### src/rtl/mem_sweep_pkg.sv
// Shared types and constants for the board-memory sweep scheduler.
package mem_sweep_pkg;

    localparam int DEF_NCELLS = 256;
    localparam int DEF_ADDR_W = 9;

    // Request vector bit positions; a lower index wins when several are raised together.
    localparam int PRI_LOAD  = 0;
    localparam int PRI_WRITE = 1;
    localparam int PRI_READ  = 2;
    localparam int PRI_OUT   = 3;
    localparam int NUM_REQ   = 4;

    typedef enum logic [2:0] {
        ST_IDLE,
        ST_LOAD,
        ST_WRITE,
        ST_READ,
        ST_OUT,
        ST_DRAIN,
        ST_DONE
    } state_t;

    function automatic state_t pick_sweep(input logic [NUM_REQ-1:0] req);
        state_t sel;
        sel = ST_IDLE;
        if (req[PRI_LOAD])
            sel = ST_LOAD;
        else if (req[PRI_WRITE])
            sel = ST_WRITE;
        else if (req[PRI_READ])
            sel = ST_READ;
        else if (req[PRI_OUT])
            sel = ST_OUT;
        return sel;
    endfunction

endpackage

### src/rtl/sweep_counter.sv
// Cell address counter for one sweep; saturates at the last cell instead of wrapping.
module sweep_counter #(
    parameter int NCELLS = 256,
    parameter int ADDR_W = 9
) (
    input  logic              clk,
    input  logic              rst,
    input  logic              clear,
    input  logic              enable,
    output logic [ADDR_W-1:0] addr,
    output logic              last
);

    localparam logic [ADDR_W-1:0] LAST_ADDR = ADDR_W'(NCELLS - 1);

    logic [ADDR_W-1:0] addr_reg;

    always_ff @(posedge clk or posedge rst) begin
        if (rst)
            addr_reg <= '0;
        else if (clear)
            addr_reg <= '0;
        else if (enable && !last)
            addr_reg <= addr_reg + 1'b1;
    end

    assign addr = addr_reg;
    assign last = (addr_reg == LAST_ADDR);

endmodule

### src/rtl/mem_sweep_sched.sv
// Sequences LOAD / WRITE / READ / OUT sweeps over the cell RAM and tracks the live-cell count.
module mem_sweep_sched
    import mem_sweep_pkg::*;
#(
    parameter int NCELLS = DEF_NCELLS,
    parameter int ADDR_W = DEF_ADDR_W
) (
    input  logic              clka,
    input  logic              reset,
    input  logic              load_req,
    input  logic              read_req,
    input  logic              write_req,
    input  logic              out_req,
    input  logic              abort,
    input  logic              ser_in,
    input  logic              cell_next,
    input  logic              mem_rd,
    output logic [ADDR_W-1:0] mem_addr,
    output logic              mem_we,
    output logic              mem_wd,
    output logic              rd_valid,
    output logic              rd_bit,
    output logic              ser_valid,
    output logic              ser_out,
    output logic              busy,
    output logic              done,
    output logic [8:0]        alive_cnt,
    output logic              all_dead
);

    state_t state_reg, state_next;

    logic [NUM_REQ-1:0] req_vec;
    logic               cnt_clear;
    logic               cnt_enable;
    logic               cnt_last;
    logic               beat_reg;
    logic               beat_out_reg;
    logic [8:0]         acc_reg;
    logic [8:0]         acc_next;
    logic [8:0]         alive_reg;
    logic               all_dead_reg;

    sweep_counter #(
        .NCELLS (NCELLS),
        .ADDR_W (ADDR_W)
    ) u_counter (
        .clk    (clka),
        .rst    (reset),
        .clear  (cnt_clear),
        .enable (cnt_enable),
        .addr   (mem_addr),
        .last   (cnt_last)
    );

    always_comb begin
        req_vec            = '0;
        req_vec[PRI_LOAD]  = load_req;
        req_vec[PRI_WRITE] = write_req;
        req_vec[PRI_READ]  = read_req;
        req_vec[PRI_OUT]   = out_req;
    end

    always_ff @(posedge clka or posedge reset) begin
        if (reset)
            state_reg <= ST_IDLE;
        else
            state_reg <= state_next;
    end

    always_comb begin
        state_next = state_reg;
        cnt_clear  = 1'b0;
        cnt_enable = 1'b0;
        mem_we     = 1'b0;
        mem_wd     = 1'b0;
        busy       = 1'b1;
        done       = 1'b0;
        case (state_reg)
            ST_IDLE: begin
                busy       = 1'b0;
                cnt_clear  = 1'b1;
                state_next = pick_sweep(req_vec);
            end
            ST_LOAD: begin
                mem_we     = 1'b1;
                mem_wd     = ser_in;
                cnt_enable = 1'b1;
                if (cnt_last)
                    state_next = ST_DONE;
            end
            ST_WRITE: begin
                mem_we     = 1'b1;
                mem_wd     = cell_next;
                cnt_enable = 1'b1;
                if (cnt_last)
                    state_next = ST_DONE;
            end
            ST_READ, ST_OUT: begin
                cnt_enable = 1'b1;
                if (cnt_last)
                    state_next = ST_DRAIN;
            end
            ST_DRAIN: begin
                state_next = ST_DONE;
            end
            ST_DONE: begin
                done       = 1'b1;
                cnt_clear  = 1'b1;
                state_next = ST_IDLE;
            end
            default: begin
                state_next = ST_IDLE;
            end
        endcase
        // Abort overrides everything, including a request seen in IDLE.
        if (abort) begin
            state_next = ST_IDLE;
            cnt_clear  = 1'b1;
        end
    end

    assign acc_next = acc_reg + {8'd0, cell_next};

    // RAM read data lags the address by one cycle, so the beat flag is a delayed copy of the sweep.
    always_ff @(posedge clka or posedge reset) begin
        if (reset) begin
            beat_reg     <= 1'b0;
            beat_out_reg <= 1'b0;
        end else begin
            beat_reg <= !abort && (state_reg == ST_READ || state_reg == ST_OUT);
            if (state_reg == ST_READ)
                beat_out_reg <= 1'b0;
            else if (state_reg == ST_OUT)
                beat_out_reg <= 1'b1;
        end
    end

    // Live cells accumulate privately and are published only when a WRITE sweep completes.
    always_ff @(posedge clka or posedge reset) begin
        if (reset) begin
            acc_reg      <= '0;
            alive_reg    <= '0;
            all_dead_reg <= 1'b1;
        end else begin
            if (state_reg == ST_IDLE)
                acc_reg <= '0;
            else if (state_reg == ST_WRITE)
                acc_reg <= acc_next;
            if (state_reg == ST_WRITE && cnt_last && !abort) begin
                alive_reg    <= acc_next;
                all_dead_reg <= (acc_next == 9'd0);
            end
        end
    end

    assign rd_valid  = beat_reg && !beat_out_reg;
    assign rd_bit    = rd_valid && mem_rd;
    assign ser_valid = beat_reg && beat_out_reg;
    assign ser_out   = ser_valid && mem_rd;
    assign alive_cnt = alive_reg;
    assign all_dead  = all_dead_reg;

endmodule

### config.mk
export PLATFORM = sky130hd
export DESIGN_NAME = mem_sweep_sched
export DESIGN_NICKNAME = d
export VERILOG_FILES = /design/src/rtl/mem_sweep_pkg.sv /design/src/rtl/sweep_counter.sv /design/src/rtl/mem_sweep_sched.sv
export SDC_FILE = /design/constraint.sdc
export NUM_CORES = 1
export LEC_CHECK = 0
export CORE_MARGIN = 2
export CORE_UTILIZATION = 50
export DETAILED_ROUTE_END_ITERATION = 7
export HOLD_SLACK_MARGIN = 0.12
export PLACE_DENSITY = 0.74
export SKIP_CTS_REPAIR_TIMING = 1
export SLEW_MARGIN = 20
export SYNTH_ARGS = -nofsm -noshare
export SYNTH_HDL_FRONTEND = slang
export SYNTH_SLANG_ARGS = --single-unit
### constraint.sdc
create_clock -name clka -period 2.7 [get_ports clka]
set_input_delay 0.54 -clock clka [delete_from_list [all_inputs] [get_ports clka]]
set_output_delay 0.54 -clock clka [all_outputs]
set_load 0.02 [all_outputs]
==> results of run 1 <==
-- worst reg2reg max path: stages (launching register included) --
cell,delay (ps)
sky130_fd_sc_hd__dfrtp_1,420
sky130_fd_sc_hd__ha_1,260
sky130_fd_sc_hd__nand3_1,100
sky130_fd_sc_hd__nor2_1,40
sky130_fd_sc_hd__ha_1,300
sky130_fd_sc_hd__or3_4,460
sky130_fd_sc_hd__or4_1,500
sky130_fd_sc_hd__a21oi_1,150
-- synthesized netlist by cell type (2+ instances only) --
cell type / instances / area share [%]
sky130_fd_sc_hd__nor2b_1: 4 / 1.3
sky130_fd_sc_hd__ha_1: 4 / 2.6
sky130_fd_sc_hd__o21ai_0: 17 / 4.5
sky130_fd_sc_hd__mux2i_1: 3 / 1.6
sky130_fd_sc_hd__dfrtp_1: 32 / 42
sky130_fd_sc_hd__a21oi_1: 12 / 3.2
sky130_fd_sc_hd__a311oi_1: 2 / 0.92
sky130_fd_sc_hd__mux2_2: 2 / 1.2
sky130_fd_sc_hd__or2_2: 2 / 0.66
sky130_fd_sc_hd__nor3_1: 3 / 0.79
sky130_fd_sc_hd__a31oi_1: 3 / 0.99
sky130_fd_sc_hd__buf_2: 2 / 0.53
sky130_fd_sc_hd__and2_1: 2 / 0.66
sky130_fd_sc_hd__nand4_1: 3 / 0.99
sky130_fd_sc_hd__nand2_1: 26 / 5.1
sky130_fd_sc_hd__or4_1: 3 / 1.2
sky130_fd_sc_hd__xnor2_1: 11 / 5.1
sky130_fd_sc_hd__inv_1: 10 / 2.0
sky130_fd_sc_hd__and3_1: 4 / 1.3
sky130_fd_sc_hd__clkbuf_1: 11 / 2.2
sky130_fd_sc_hd__a211o_1: 2 / 0.92
sky130_fd_sc_hd__nand3_1: 9 / 2.4
sky130_fd_sc_hd__o22ai_1: 3 / 0.99
sky130_fd_sc_hd__a211oi_1: 4 / 1.6
sky130_fd_sc_hd__nor4_1: 3 / 0.99
sky130_fd_sc_hd__xor2_1: 4 / 1.8
sky130_fd_sc_hd__o31ai_1: 6 / 2.4
sky130_fd_sc_hd__nor2_1: 18 / 3.5
-- metal layers --
layer  GRT usage, %  routed length (um)
met5              0                   0
met1           27.3                1810
met4           9.38                  85
met2           30.7                1730
met3           5.82                 241
-- logic make-up (layout without fill, tap and decap cells) --
logic type      after synthesis  in the layout  share of synthesized area (%)
mux                           5              5                           2.76
simple gates                 81             81                           21.0
buf+inv                      25             59                           5.45
flops                        33             33                           43.4
fa+ha+maj                     4              4                           2.63
xor+xnor                     15             15                           6.90
compound gates               54             54                           17.9
-- worst max path at each step --
stage / end / start / slack (ps)
2_1_floorplan: u_counter.addr[6] / u_counter.addr[0] / 380
3_3_place_gp: mem_wd / cell_next / 240
3_5_place_dp: all_dead / cell_next / 210
4_1_cts: mem_wd / cell_next / 220
5_1_grt: mem_wd / cell_next / 100
6_report: mem_wd / cell_next / 220
-- metrics by stage --
stage / util, % / cells / hold WS (ps) / setup WS [ps] / power, mW
floorplan: - / 217 / 454 / 378 / 0.680
global placement: 62.7 / 291 / 461 / 236 / 0.755
detailed placement: 62.7 / 291 / 470 / 209 / 0.757
CTS: 64.9 / 299 / 479 / 218 / 1.11
global route: 65.0 / 299 / 496 / 97.6 / 1.17
finish: 65.0 / 299 / 472 / 223 / 1.10
-- layout make-up --
| type | instances | area (um2) | share of cell area [%] |
|---|---|---|---|
| Multi-Input combinational cell | 159 | 978 | 41.1 |
| Sequential cell | 33 | 827 | 34.7 |
| Timing Repair Buffer | 41 | 398 | 16.7 |
| Clock buffer | 8 | 80.1 | 3.36 |
| Tap cell | 48 | 60.1 | 2.52 |
| Inverter | 10 | 37.5 | 1.58 |
-- power by group through the flow --
stage | clock [mW] | combinational [mW] | sequential (mW)
global route | 0.389 | 0.243 | 0.534
finish | 0.353 | 0.218 | 0.532
detailed placement | 0 | 0.217 | 0.540
CTS | 0.365 | 0.218 | 0.531
global placement | 0 | 0.215 | 0.540
floorplan | 0 | 0.149 | 0.531
==> metrics.sh, run 1 <==
PLACEMENT.IO_BUFFERS=36
SYNTH.FF_LATCH_COUNT=33
CRITICAL_PATH.MAX_FANOUT=2
DRTITER0DRC=106
RUN_STATUS='completed'
POST_SYNTH_INSTANCE_AREA_UM2=1900
REQUIRED_PS=2160
CRITICAL_PATH.N_BUFFERS_INVERTERS=2
CLK_PIN_SLEW_WORST_PATHS_PS=60
REG2REGPATHDEPTH=7
ROUTE.DETAILED.WL_PER_INST_UM=12.9
HOLD_PATH_DEPTH=2
ROW_COUNT=22
SYNTH.LIB_CELLS_USED.DISTINCT=40
CRITICAL_PATH_DEPTH=6
REG2REG_FROM='u_counter.addr[0]'
DIE-HEIGHT_UM=65.7
YS_SEQ_AREA_SHARE_PCT=43.4
SYN-NUM-NETS=231
DIE_EXTENT_IN_X_UM=65.7
DESIGN.DIE.AREA_UM2=4320
COMB_POWER_SHARE_PCT=19.7
NFILLCELLS=324
MOSTFREQUENTLAYOUTCELLS='sky130_fd_sc_hd__clkdlybuf4s50_1, sky130_fd_sc_hd__dfrtp_1, sky130_fd_sc_hd__nand2_1, sky130_fd_sc_hd__nor2_1, sky130_fd_sc_hd__o21ai_0'
CTS_MAX_LEVEL=2
ANTENNADIODECOUNT=0
WORST_SKEW_PAIR.LATE_LATENCY_PS=290
SEQUENTIALPOWERSHARE_PCT=48.2
FINAL_MAX_SLEW_VIOL_COUNT=0
CRITICAL_PATH_LAUNCH_POINT_TYPE='primary input'
PATH_CELLS='clkdlybuf4s50_1, nand2_1, nor2_1, a21oi_1, nor2_1, clkdlybuf4s50_1'
FINAL_CRITICAL_PERIOD_PS=2480
DETAIL_ROUTE.WIRELENGTH_MM=3.86
SETUP.REG_TO_REG.WORST_SLACK_PS=390
HOLD_VIOL_FINAL=0
WORST-SLEW-PIN-TRANSITION_PS=661
GRT_ANTENNA_BEFORE_REPAIR=0
DR_TOTAL_VIAS=1631
POST-DP-HPWL_MM=2.71
LAYOUT_COMMONEST_CELL='sky130_fd_sc_hd__clkdlybuf4s50_1'
FIRST_PASS_GRT_WIRE_LENGTH_MM=6.64
OVERFLOW=0
SLEW_HEADROOM_PCT=55.7
MIN_DELAY_WORST_ENDPOINT='all_dead'
REPORTED_MAX_CAP_VIOLATION_COUNT=0
WORSTSETUPENDPOINTTYPE='primary output'
NUM-NETS-FINAL=264
CPLARGESTDELAYFAMILY='buffers and inverters'
POWER.IR.VDD_WORST_uV=293
GRT_PASS1_VIAS=1433
CTS_INSERTED_BUFFERS=5
FIN_AREA_UM2=2380
NET_SWITCHING_FRACTION_OF_THE_POWER_PCT=28.3
CRITICAL_PATH.SLOWEST_CELL='sky130_fd_sc_hd__clkdlybuf4s50_1'
CLOCK_SINKS=33
PLACE_CONGESTION=0.900
GRT_USE_TOTAL_PCT=20.5
POST-ROUTE-PERIOD-UTIL_PCT=91.7
CTS_MAX_PATH_BUFFERS=2
PLACEMENT.CELL_AREA_UM2=2300
DRT_FIRST_PASS_ITERS=4
SYNTH_WARN=0
LAYOUT-DRIVE-GT1-SHARE_PCT=7.57
PIN_COUNT_OF_THE_BIGGEST_NET_ENTERING_GLOBAL_ROUTING=34
NUMBER_OF_ENABLE_FLIP_FLOP_CELLS_AFTER_SYNTHESIS=0
FMAXACHIEVABLE_MHz=404
CTS_TREE='built'
TIMING.SETUP.CRITICAL_PATH_CLASS='in2out'
DETAIL_ROUTE.VIAS_PER_CELL=5.45
POST_SYNTH_INST_COUNT=217
SETUP_REPAIR_AFTER_GLOBAL_ROUTING_MISSED_ITS_MARGIN='false'
ASYNC_FLOP_SHARE_PCT=100
START_UTIL_PCT=52.0
POWERDENSITY_nW_PER_UM2=463
REMAINING_ANTENNA_VIOLATION_COUNT_AFTER_ROUTING=0
POWER_SWITCHING_uW=312
HOLD_START='all_dead'
POSTSYNTH.TOPFLOPCELL='sky130_fd_sc_hd__dfrtp_1'
HOLDCRITPATHCLASS='reg2reg'
REG2REG_TO='u_counter.addr[7]'
SETUP_TNS_AFTER_FINAL_LAYOUT_PS=0
TIMING.FINAL.SETUP_VIOLATIONS=0
CORE_UM2=3660
LEAKAGE_nW=0.957
CRITICAL_PATH_ARRIVAL_PS=1940
PWR-SHARE-CLK_PCT=32.0
IO_PINS=37
MAX_STAGE_DELAY_PS=610
CELLINTERNALPOWER_uW=790
POST_SYNTH.CELL_AREA_AVG_UM2=8.78
DRC_ERRORS=0
LAYOUT-AREA-OVERHEAD-VS-SYNTH_PCT=25.0
WORST_CLOCK_SKEW_PS=4.20
CLOCK_TREE.ROOT_CELL='sky130_fd_sc_hd__clkbuf_8'
Note: power is estimated with default switching activity, not from simulation.
==> run 2, diff against run 1 <==
--- a/config.mk
+++ b/config.mk
@@ -5,11 +5,12 @@
 export SDC_FILE = /design/constraint.sdc
 export NUM_CORES = 1
 export LEC_CHECK = 0
+export ABC_AREA = 1
 export CORE_MARGIN = 2
 export CORE_UTILIZATION = 50
 export DETAILED_ROUTE_END_ITERATION = 7
 export HOLD_SLACK_MARGIN = 0.12
-export PLACE_DENSITY = 0.74
+export PLACE_DENSITY = 0.75
 export SKIP_CTS_REPAIR_TIMING = 1
 export SLEW_MARGIN = 20
 export SYNTH_ARGS = -nofsm -noshare
==> constraint.sdc (replaced) <==
create_clock -name clka -period 2.7 [get_ports clka]
set_input_delay 0.405 -clock clka [delete_from_list [all_inputs] [get_ports clka]]
set_output_delay 0.405 -clock clka [all_outputs]
set_load 0.02 [all_outputs]
==> metrics.sh, run 2 <==
RUN_STATUS='completed'
PLACEMENT.IO_BUFFERS=36  # unchanged
POST-ROUTE-PERIOD-UTIL_PCT=92.6  # +0.90 points
SYNTH.LIB_CELLS_USED.DISTINCT=29  # -28%
HOLD_VIOL_FINAL=0  # unchanged
POST_SYNTH_INST_COUNT=239  # +10%
CRIT_START='state_reg[2]'
MAX_STAGE_DELAY_PS=620  # about the same
COMB_POWER_SHARE_PCT=42.2  # +23 points
LEAKAGE_nW=1.12  # +17%
CELLINTERNALPOWER_uW=847  # +7.2%
OVERFLOW=0  # unchanged
DIE-HEIGHT_UM=64.3  # -2.2%
NUMBER_OF_ENABLE_FLIP_FLOP_CELLS_AFTER_SYNTHESIS=0  # unchanged
DETAIL_ROUTE.VIAS_PER_CELL=5.05  # -7.5%
WORST-SLEW-PIN-TRANSITION_PS=425  # -236 ps
HOLDCRITPATHCLASS='in2async'
SYN-NUM-NETS=253  # +9.5%
SETUP_TNS_AFTER_FINAL_LAYOUT_PS=0  # unchanged
LAYOUT-DRIVE-GT1-SHARE_PCT=7.42  # -0.15 points
DRC_ERRORS=0  # unchanged
PATH_CELLS='inv_2, nand3_2, inv_1, nand2_1, o21ai_0, clkdlybuf4s50_1'
PWR-SHARE-CLK_PCT=18.3  # -14 points
ASYNC_FLOP_SHARE_PCT=100  # unchanged
SLEW_HEADROOM_PCT=71.6  # +16 points
GRT_PASS1_VIAS=1719  # +20%
WORST_CLOCK_SKEW_PS=7.85  # +3.66 ps
NETLIST.AREA_LEADER.SHARE_PCT=44.1  # +2.1 points
REG2REG_FROM='u_counter.addr[0]'
PLACE_CONGESTION=0.869  # -3.4%
WORSTSETUPENDPOINTTYPE='primary output'
IO_PINS=37  # unchanged
CLOCK_SINKS=33  # unchanged
SYNTH.FF_LATCH_COUNT=33  # unchanged
PIN_COUNT_OF_THE_BIGGEST_NET_ENTERING_GLOBAL_ROUTING=34  # unchanged
CTS_MAX_PATH_BUFFERS=2  # unchanged
REPORTED_MAX_CAP_VIOLATION_COUNT=0  # unchanged
DRT_FIRST_PASS_ITERS=4  # unchanged
POWERDENSITY_nW_PER_UM2=641  # +38%
CRITICAL_PATH_LAUNCH_POINT_TYPE='register'
CLOCK_TREE.ROOT_CELL='sky130_fd_sc_hd__clkbuf_4'
FIRST_PASS_GRT_WIRE_LENGTH_MM=7.49  # +13%
SYNTH_WARN=0  # unchanged
CORE_UM2=3420  # -6.7%
FMAXACHIEVABLE_MHz=400  # -0.97%
CRITICAL_PATH.SLOWEST_CELL='sky130_fd_sc_hd__clkdlybuf4s50_1'
POST_SYNTH_MOST_FREQUENT_CELLS='sky130_fd_sc_hd__nand2_1, sky130_fd_sc_hd__inv_1, sky130_fd_sc_hd__dfrtp_1'
POWER_SWITCHING_uW=624  # +100%
SEQUENTIALPOWERSHARE_PCT=39.6  # -8.6 points
START_UTIL_PCT=53.2  # +1.1 points
CTS_MAX_LEVEL=2  # unchanged
POST_SYNTH.CELL_AREA_AVG_UM2=7.60  # -13%
YS_SEQ_AREA_SHARE_PCT=45.6  # +2.1 points
NET_SWITCHING_FRACTION_OF_THE_POWER_PCT=42.4  # +14 points
POST-DP-HPWL_MM=3.16  # +17%
LAYOUT_COMMONEST_CELL='sky130_fd_sc_hd__nand2_1'
GRT_ANTENNA_BEFORE_REPAIR=0  # unchanged
CTS_INSERTED_BUFFERS=5  # unchanged
ROUTE.DETAILED.WL_PER_INST_UM=12.5  # -3.5%
MOSTFREQUENTLAYOUTCELLS='sky130_fd_sc_hd__nand2_1, sky130_fd_sc_hd__inv_1, sky130_fd_sc_hd__clkdlybuf4s50_1, sky130_fd_sc_hd__dfrtp_1, sky130_fd_sc_hd__nor2_1'
REG2REG_TO='alive_cnt[5]'
POWER.IR.VDD_WORST_uV=426  # +46%
NUM-NETS-FINAL=296  # +12%
SETUP.REG_TO_REG.WORST_SLACK_PS=490  # +100 ps
YOSYSTOPAREACELL='sky130_fd_sc_hd__dfrtp_1'
CP-ENDPOINT='mem_wd'
YOSYS-TOP-CELLS-AREA='sky130_fd_sc_hd__dfrtp_1, sky130_fd_sc_hd__nand2_1, sky130_fd_sc_hd__inv_1'
DR_TOTAL_VIAS=1660  # +1.8%
FINAL_MAX_SLEW_VIOL_COUNT=0  # unchanged
REMAINING_ANTENNA_VIOLATION_COUNT_AFTER_ROUTING=0  # unchanged
ANTENNADIODECOUNT=0  # unchanged
TIMING.SETUP.CRITICAL_PATH_CLASS='reg2out'
TIMING.FINAL.SETUP_VIOLATIONS=0  # unchanged
CRITICAL_PATH_ARRIVAL_PS=2100  # +160 ps
CLK_PIN_SLEW_WORST_PATHS_PS=110  # +50 ps
DIE_EXTENT_IN_X_UM=64.3  # -2.2%
REG2REGPATHDEPTH=10  # +3
WORST_SKEW_PAIR.LATE_LATENCY_PS=330  # +40 ps
LAYOUT-AREA-OVERHEAD-VS-SYNTH_PCT=26.5
NFILLCELLS=294  # -9.3%
DETAIL_ROUTE.WIRELENGTH_MM=4.10  # +6.2%
SETUP_REPAIR_AFTER_GLOBAL_ROUTING_MISSED_ITS_MARGIN='false'
POWER.TOTAL_mW=1.47  # +33%
DESIGN.DIE.AREA_UM2=4130  # -4.4%
POST-SYNTH-TOP-COUNT-CELL='sky130_fd_sc_hd__nand2_1'
ROW_COUNT=21  # -4.5%
REQUIRED_PS=2300  # +140 ps
POSTSYNTH.TOPFLOPCELL='sky130_fd_sc_hd__dfrtp_1'
GRT_USE_TOTAL_PCT=23.7  # +3.3 points
POST_SYNTH_INSTANCE_AREA_UM2=1820  # -4.7%
CRITICAL_PATH.MAX_FANOUT=11  # +9
CTS_TREE='built'
FINAL_CRITICAL_PERIOD_PS=2500  # +24.3 ps
DRTITER0DRC=100  # -5.7%
## run 2: cell types whose count changed in the layout (fill, tap and decap cells not counted), sizes merged, moves of 4 or more
cell,change
nand2,+42
inv,+28
nor2,+11
xnor2,-11
a21oi,-10
nand3,+10
o31ai,-6
a211oi,-4
nor2b,-4
## run 2: per-stage QoR
| stage | hold slack, ps | std cells | instance area [um2] | setup slack [ps] | util, % |
|---|---|---|---|---|---|
| after floorplan | 471 | 239 | 1820 | 583 | - |
| after global placement | 467 | 321 | 2240 | 423 | 65.6 |
| after detailed placement | 464 | 321 | 2240 | 407 | 65.6 |
| after CTS | 480 | 329 | 2290 | 33.7 | 67.1 |
| after global routing | 473 | 329 | 2300 | 31.1 | 67.2 |
| final | 484 | 329 | 2300 | 199 | 67.2 |
## run 2: logic make-up after synthesis
kind of cell	after synthesis	synth area share [%]
DFF	33	45.6
and+or+nand+nor	125	30.5
xor gates and xnor gates	5	2.41
muxes	1	0.551
adders and majority gates	4	2.76
buffers and inverters	41	8.75
AOI/OAI and AO/OA	30	9.51
## run 2: final cells by class
type | count | area [um2] | share of cell area, %
clock buffers | 6 | 41.3 | 1.80
clock inverters | 2 | 10.0 | 0.436
inverters | 39 | 150 | 6.54
multi-input cells | 165 | 835 | 36.3
flip-flops and latches | 33 | 827 | 36.0
well taps | 46 | 57.6 | 2.51
repair buffers | 38 | 375 | 16.3
## run 2: worst min path at each step
stage | startpoint | to | slack, ps | cells after the start
after floorplan | abort | beat_reg | 470 | 1
final | reset | acc_reg[7] | 480 | 3
after global routing | reset | alive_cnt[1] | 470 | 3
after CTS | reset | acc_reg[7] | 480 | 3
after detailed placement | all_dead | all_dead | 460 | 2
after global placement | alive_cnt[4] | alive_cnt[4] | 470 | 2
## run 2: power by group through the flow
stage	sequential, mW	clock (mW)	combinational, mW
2_1_floorplan	0.590	0	0.423
3_3_place_gp	0.588	0	0.625
3_5_place_dp	0.590	0	0.620
4_1_cts	0.580	0.277	0.624
5_1_grt	0.590	0.306	0.691
6_report	0.582	0.269	0.620
## run 2: worst max-delay path, delay by kind of cell, from the launching register on
family	cells	cell delay (ps)
AOI/OAI and AO/OA	1	70
and+or+nand+nor	2	290
buffers and inverters	3	970
DFF	1	450
## run 2: routing by layer
layer | GRT usage [%] | share of wire [%] | up-vias
li1 | - | - | 844
met1 | 27.6 | 43 | 770
met2 | 41.7 | 52 | 42
met3 | 7.22 | 3.9 | 4
met4 | 7.45 | 0.73 | 0
met5 | 0 | 0 | -
